--- config.mk ---
export PLATFORM = sky130hd
export DESIGN_NAME = uart_tx_frame
export DESIGN_NICKNAME = d
export VERILOG_FILES = /design/src/rtl/uart_tx_frame.sv
export SDC_FILE = /design/constraint.sdc
export NUM_CORES = 1
export LEC_CHECK = 0
export BUFFER_PORTS_ARGS = -buffer_cell sky130_fd_sc_hd__buf_2
export CORE_MARGIN = 2
export CORE_UTILIZATION = 42
export DETAILED_ROUTE_END_ITERATION = 6
export GPL_TIMING_DRIVEN = 1
export SLEW_MARGIN = 20
export SYNTH_ARGS = -nofsm -noshare
export SYNTH_HDL_FRONTEND = slang
export SYNTH_SLANG_ARGS = --single-unit
--- constraint.sdc ---
create_clock -name clk -period 1.9 [get_ports clk]
set_input_delay 0.285 -clock clk [delete_from_list [all_inputs] [get_ports clk]]
set_output_delay 0.285 -clock clk [all_outputs]
set_load 0.02 [all_outputs]
--- src/rtl/uart_tx_frame.sv ---
// Parametrised UART transmitter: valid/ready input, registered line output, optional parity and 1/1.5/2 stop bits.
// Define UART_TX_BREAK_EN to add the brk input that holds the line low while idle.
module uart_tx_frame #(
    parameter int FREQ        = 1_000_000_000,
    parameter int BAUD        = 115200,
    parameter int DATA_BITS   = 8,
    parameter int PARITY      = 0,
    parameter int STOP_HALVES = 2
) (
    input  logic                 clk,
    input  logic                 reset_n,
`ifdef UART_TX_BREAK_EN
    input  logic                 brk,
`endif
    input  logic [DATA_BITS-1:0] data,
    input  logic                 valid,
    output logic                 ready,
    output logic                 out,
    output logic                 busy
);

    localparam int HALF  = FREQ / (2 * BAUD);
    localparam int CNT_W = (HALF > 1) ? $clog2(HALF) : 1;
    localparam int IDX_W = $clog2(DATA_BITS);

    if (DATA_BITS < 5 || DATA_BITS > 9) begin : g_chk_data_bits
        $error("uart_tx_frame: DATA_BITS must be in 5..9");
    end
    if (PARITY < 0 || PARITY > 2) begin : g_chk_parity
        $error("uart_tx_frame: PARITY must be in 0..2");
    end
    if (STOP_HALVES < 2 || STOP_HALVES > 4) begin : g_chk_stop
        $error("uart_tx_frame: STOP_HALVES must be in 2..4");
    end
    if (HALF < 1) begin : g_chk_half
        $error("uart_tx_frame: FREQ/(2*BAUD) must be at least 1");
    end

    typedef enum logic [2:0] {S_IDLE, S_START, S_DATA, S_PAR, S_STOP} state_t;

    state_t                 state_q, state_d;
    logic [CNT_W-1:0]       half_cnt_q;
    logic [1:0]             half_num_q;
    logic [IDX_W-1:0]       bit_idx_q;
    logic [DATA_BITS-1:0]   shift_q;
    logic                   parity_q;
    logic                   out_d;
    logic                   brk_i;
    logic                   last_half;
    logic                   phase_done;
    logic                   last_bit;
    logic                   accept;
    logic [1:0]             phase_last_half;

`ifdef UART_TX_BREAK_EN
    assign brk_i = brk;
`else
    assign brk_i = 1'b0;
`endif

    // A phase is two half-bits, except STOP which lasts STOP_HALVES half-bits.
    assign phase_last_half = (state_q == S_STOP) ? 2'(STOP_HALVES - 1) : 2'd1;
    assign last_half       = (half_cnt_q == CNT_W'(HALF - 1));
    assign phase_done      = last_half && (half_num_q == phase_last_half);
    assign last_bit        = (bit_idx_q == IDX_W'(DATA_BITS - 1));

    assign ready  = ((state_q == S_IDLE) && !brk_i) || ((state_q == S_STOP) && phase_done);
    assign busy   = (state_q != S_IDLE);
    assign accept = valid && ready;

    // NOTE: sequential state uses non-blocking assignments so every register samples pre-edge values.
    always_ff @(posedge clk or negedge reset_n) begin
        if (!reset_n) state_q <= S_IDLE;
        else          state_q <= state_d;
    end

    // NOTE: every always_comb output gets a default first, so no path can infer a latch.
    always_comb begin
        state_d = state_q;
        unique case (state_q)
            S_IDLE:  if (accept) state_d = S_START;
            S_START: if (phase_done) state_d = S_DATA;
            S_DATA:  if (phase_done && last_bit) state_d = (PARITY != 0) ? S_PAR : S_STOP;
            S_PAR:   if (phase_done) state_d = S_STOP;
            S_STOP:  if (phase_done) state_d = accept ? S_START : S_IDLE;
            default: state_d = S_IDLE;
        endcase
    end

    // Line level for the next cycle, derived from the next state so the pad stays registered.
    always_comb begin
        out_d = 1'b1;
        unique case (state_d)
            S_IDLE:  out_d = !((state_q == S_IDLE) && brk_i);
            S_START: out_d = 1'b0;
            S_DATA:  out_d = ((state_q == S_DATA) && phase_done) ? shift_q[1] : shift_q[0];
            S_PAR:   out_d = parity_q;
            default: out_d = 1'b1;
        endcase
    end

    always_ff @(posedge clk or negedge reset_n) begin
        if (!reset_n) begin
            half_cnt_q <= '0;
            half_num_q <= '0;
            bit_idx_q  <= '0;
            shift_q    <= '0;
            parity_q   <= 1'b0;
            out        <= 1'b1;
        end else begin
            out <= out_d;
            if (accept) begin
                half_cnt_q <= '0;
                half_num_q <= '0;
                bit_idx_q  <= '0;
                shift_q    <= data;
                parity_q   <= (^data) ^ (PARITY == 2);
            end else if (state_q != S_IDLE) begin
                if (last_half) begin
                    half_cnt_q <= '0;
                    half_num_q <= phase_done ? 2'd0 : half_num_q + 2'd1;
                end else begin
                    half_cnt_q <= half_cnt_q + CNT_W'(1);
                end
                if (phase_done && (state_q == S_DATA)) begin
                    shift_q   <= shift_q >> 1;
                    bit_idx_q <= bit_idx_q + IDX_W'(1);
                end
            end
        end
    end

endmodule

==> impl_metrics.json <==
{
  "drive_above_1_share_pct": 35.2,
  "powerDensity_mw_per_mm2": 907,
  "ir_worst_vdd_mv": 0.598,
  "fin_skew_ps": 5.10,
  "clkTransAtPathRegs_ps": 70,
  "cp-startpoint": "half_cnt_q[10]$_DFFE_PN0P_",
  "netlist_instances": 161,
  "dpl_cell_area_mm2": 0.00199,
  "syn2layout_area_growth_pct": 32.5,
  "maxCapViolCount": 0,
  "worst_slack_ps": -26.4,
  "fillers": 334,
  "fmax_mhz": 519,
  "critPathCaptureType": "primary output",
  "coreArea_mm2": 0.00374,
  "synth_ff_type": "dfrtp_1",
  "initial_core_util_pct": 44.9,
  "cts_tree": "yes",
  "num_vias": 1320,
  "drv_slew": 0,
  "whs_ps": 45.0,
  "setup_violations": 5,
  "netlist_top_cells_count": "dfrtp_1, nand2_1, nor2_1",
  "remaining_drc_errors": 0,
  "grt-ovfl-total": 0,
  "yosysTopAreaCell": "dfrtp_1",
  "crit_path_start_kind": "flop",
  "worstMarginPinSlew_ps": 697,
  "synthesis.nets": 175,
  "synth-seq-cells": 31,
  "hold_path_class": "in -> async",
  "synthTopCellsByArea": "dfrtp_1, mux2i_1, xnor2_1",
  "reg2regPathDepth": 7,
  "antenna_cells": 0,
  "grt_pass1_vias": 1265,
  "synth.most_common_cell": "dfrtp_1",
  "grt_pass1_wl_um": 5790,
  "place_hpwl_um": 2440,
  "htreeDepth": 2,
  "die_area_mm2": 0.00452,
  "cp.arrival_ps": 1640,
  "cp_max_fo": 3,
  "grt_start_max_net_pins": 32,
  "maxSlewHeadroom_pct": 53.5,
  "rsz0062_at_grt": "yes",
  "design_area_mm2": 0.00222,
  "syn_area_mm2": 0.00168,
  "floorplan.rows": 22,
  "yosysTopAreaCellShare_pct": 44.7,
  "grt_util_all_layers_pct": 17.6,
  "min_period_ps": 1930,
  "fin_nets": 223,
  "leakage_nw": 1.00,
  "outcome": "finished, violations left",
  "hold_viol_final": 0,
  "r2r-start": "half_cnt_q[10]$_DFFE_PN0P_",
  "reg2reg_slack_ps": -20,
  "cp-endpoint": "ready",
  "worstReg2RegEnd": "shift_q[0]$_DFFE_PN0P_",
  "wire_per_inst_um": 13.6,
  "utilization_pct": 59.4,
  "numCtsBuffers": 5,
  "clock_latency_ps": 280,
  "yosysWarnings": 0,
  "numClockSinks": 31,
  "postRouteAntennaNets": 0,
  "required_ps": 1620,
  "antenna_found_initial": 0,
  "synth-edff-count": 0,
  "wirelength_um": 3510,
  "violations": "negative setup slack",
  "period_share_pct": 101,
  "yosysUniqueCellTypes": 40,
  "place_congestion": 0.764,
  "hold_buffers": 0,
  "ys_seq_area_share_pct": 46.3,
  "cts_root_buffer": "clkbuf_8",
  "viasPerCell": 5.12,
  "setup_tns_ps": -94.9,
  "io_pins": 14,
  "ys_async_sr_fraction_pct": 100,
  "crit_type": "reg -> out",
  "die_y_um": 67.2,
  "io_buffer_count": 13,
  "die_w_um": 67.2,
  "place_ws_ps": 15.2,
  "syn_avg_cell_area_um2": 10.4,
  "dr.pass1.iters": 4,
  "cts_buffer_depth": 2,
  "drtIter0Drc": 54
}
==> logic make-up (layout without fill, tap and decap cells) <==
logic type	count (synthesis)	in the layout	share of synthesized area, %
muxes	10	10	5.96
and+or+nand+nor	66	66	25.3
adders and majority gates	3	3	2.24
xor gates and xnor gates	15	15	7.82
AOI/OAI and AO/OA	29	29	10.5
buffers and inverters	7	56	1.94
DFF	31	31	46.3
==> metrics by stage <==
step / std cells / power (W)
2_1_floorplan: 161 / 0.00119
3_3_place_gp: 244 / 0.00139
3_5_place_dp: 244 / 0.00141
4_1_cts: 256 / 0.00201
5_1_grt: 258 / 0.00215
6_report: 258 / 0.00202
==> worst min path at each step <==
| stage | start | to | slack (ps) | cells past startpoint |
|---|---|---|---|---|
| 4_1_cts | reset_n | bit_idx_q[2]$_DFFE_PN0P_ | 60 | 1 |
| 5_1_grt | reset_n | half_cnt_q[1]$_DFFE_PN0P_ | 90 | 1 |
| 6_report | reset_n | half_cnt_q[1]$_DFFE_PN0P_ | 50 | 1 |
| 2_1_floorplan | reset_n | bit_idx_q[0]$_DFFE_PN0P_ | -10 | 0 |
| 3_3_place_gp | reset_n | half_cnt_q[2]$_DFFE_PN0P_ | 360 | 1 |
| 3_5_place_dp | reset_n | half_cnt_q[3]$_DFFE_PN0P_ | 370 | 1 |
==> layout make-up <==
cell class | instances | area (um2) | share of cell area [%]
timing repair buffer | 45 | 353 | 15.9
inverter | 3 | 11.3 | 0.506
sequential | 31 | 777 | 34.9
clock buffer | 7 | 96.3 | 4.33
multi-input combinational | 123 | 920 | 41.3
tap | 48 | 60.1 | 2.70
clock inverter | 1 | 7.51 | 0.337
==> critical path, cell delays in order, from the launching register on <==
cell	delay, ps
dfrtp_1	410
nor4b_4	350
nand4_4	150
buf_6	150
nand2_2	60
and2_4	130
buf_6	110
==> routing by layer <==
layer | part of all wire, % | wire, um | up-vias | global-route usage, %
met1 | 49 | 1730 | 624 | 23.7
met4 | 1.4 | 49 | 0 | 7.65
met3 | 4.5 | 159 | 5 | 5.00
li1 | - | - | 668 | -
met2 | 45 | 1580 | 23 | 26.4
met5 | 0 | 0 | - | 0
==> timing repair <==
| action | in CTS | in global routing |
|---|---|---|
| buffers inserted | 4 | 1 |
| gates resized for setup | 10 | 11 |
| setup endpoints to repair | 3 | 19 |
| pin swaps | 6 | 1 |
| gates cloned | 0 | 1 |
==> state kept, by name (all words and copies together), names as in the netlist <==
register / count
state_q: 3
half_cnt_q: 13
parity_q: 1
shift_q: 8
out: 1
half_num_q: 2
bit_idx_q: 3
==> layout by cell type (no fill, tap or decap), types with 2 or more instances in the layout <==
| cell | netlist | routed |
|---|---|---|
| buf_2 | 2 | 13 |
| nor4_1 | 2 | 2 |
| inv_1 | 3 | 3 |
| o21ai_0 | 9 | 8 |
| nor2_1 | 14 | 14 |
| nor3b_1 | 3 | 3 |
| nand3_1 | 4 | 4 |
| buf_6 | 0 | 6 |
| nand2_2 | 0 | 2 |
| nand2_1 | 17 | 15 |
| nand2b_1 | 2 | 2 |
| mux2i_1 | 10 | 9 |
| nor3_1 | 2 | 2 |
| a21oi_1 | 4 | 2 |
| nor4b_4 | 3 | 3 |
| a21o_1 | 3 | 3 |
| xor2_1 | 5 | 5 |
| a21oi_2 | 0 | 2 |
| o21ai_1 | 6 | 6 |
| dfrtp_1 | 30 | 30 |
| and3_1 | 5 | 4 |
| xnor2_1 | 10 | 10 |
| buf_12 | 0 | 2 |
| ha_1 | 3 | 2 |
| buf_4 | 1 | 24 |
| and2_1 | 3 | 2 |
| clkbuf_8 | 0 | 7 |
==> report_power, final <==
group | switching, W | internal (W) | leakage (nW) | total, W
sequential | 0.0000887 | 0.000799 | 0.394 | 0.000887
clock | 0.000253 | 0.000329 | 0.0505 | 0.000582
combinational | 0.000268 | 0.000280 | 0.558 | 0.000548
No activity file was read; power rests on OpenSTA's default activity.
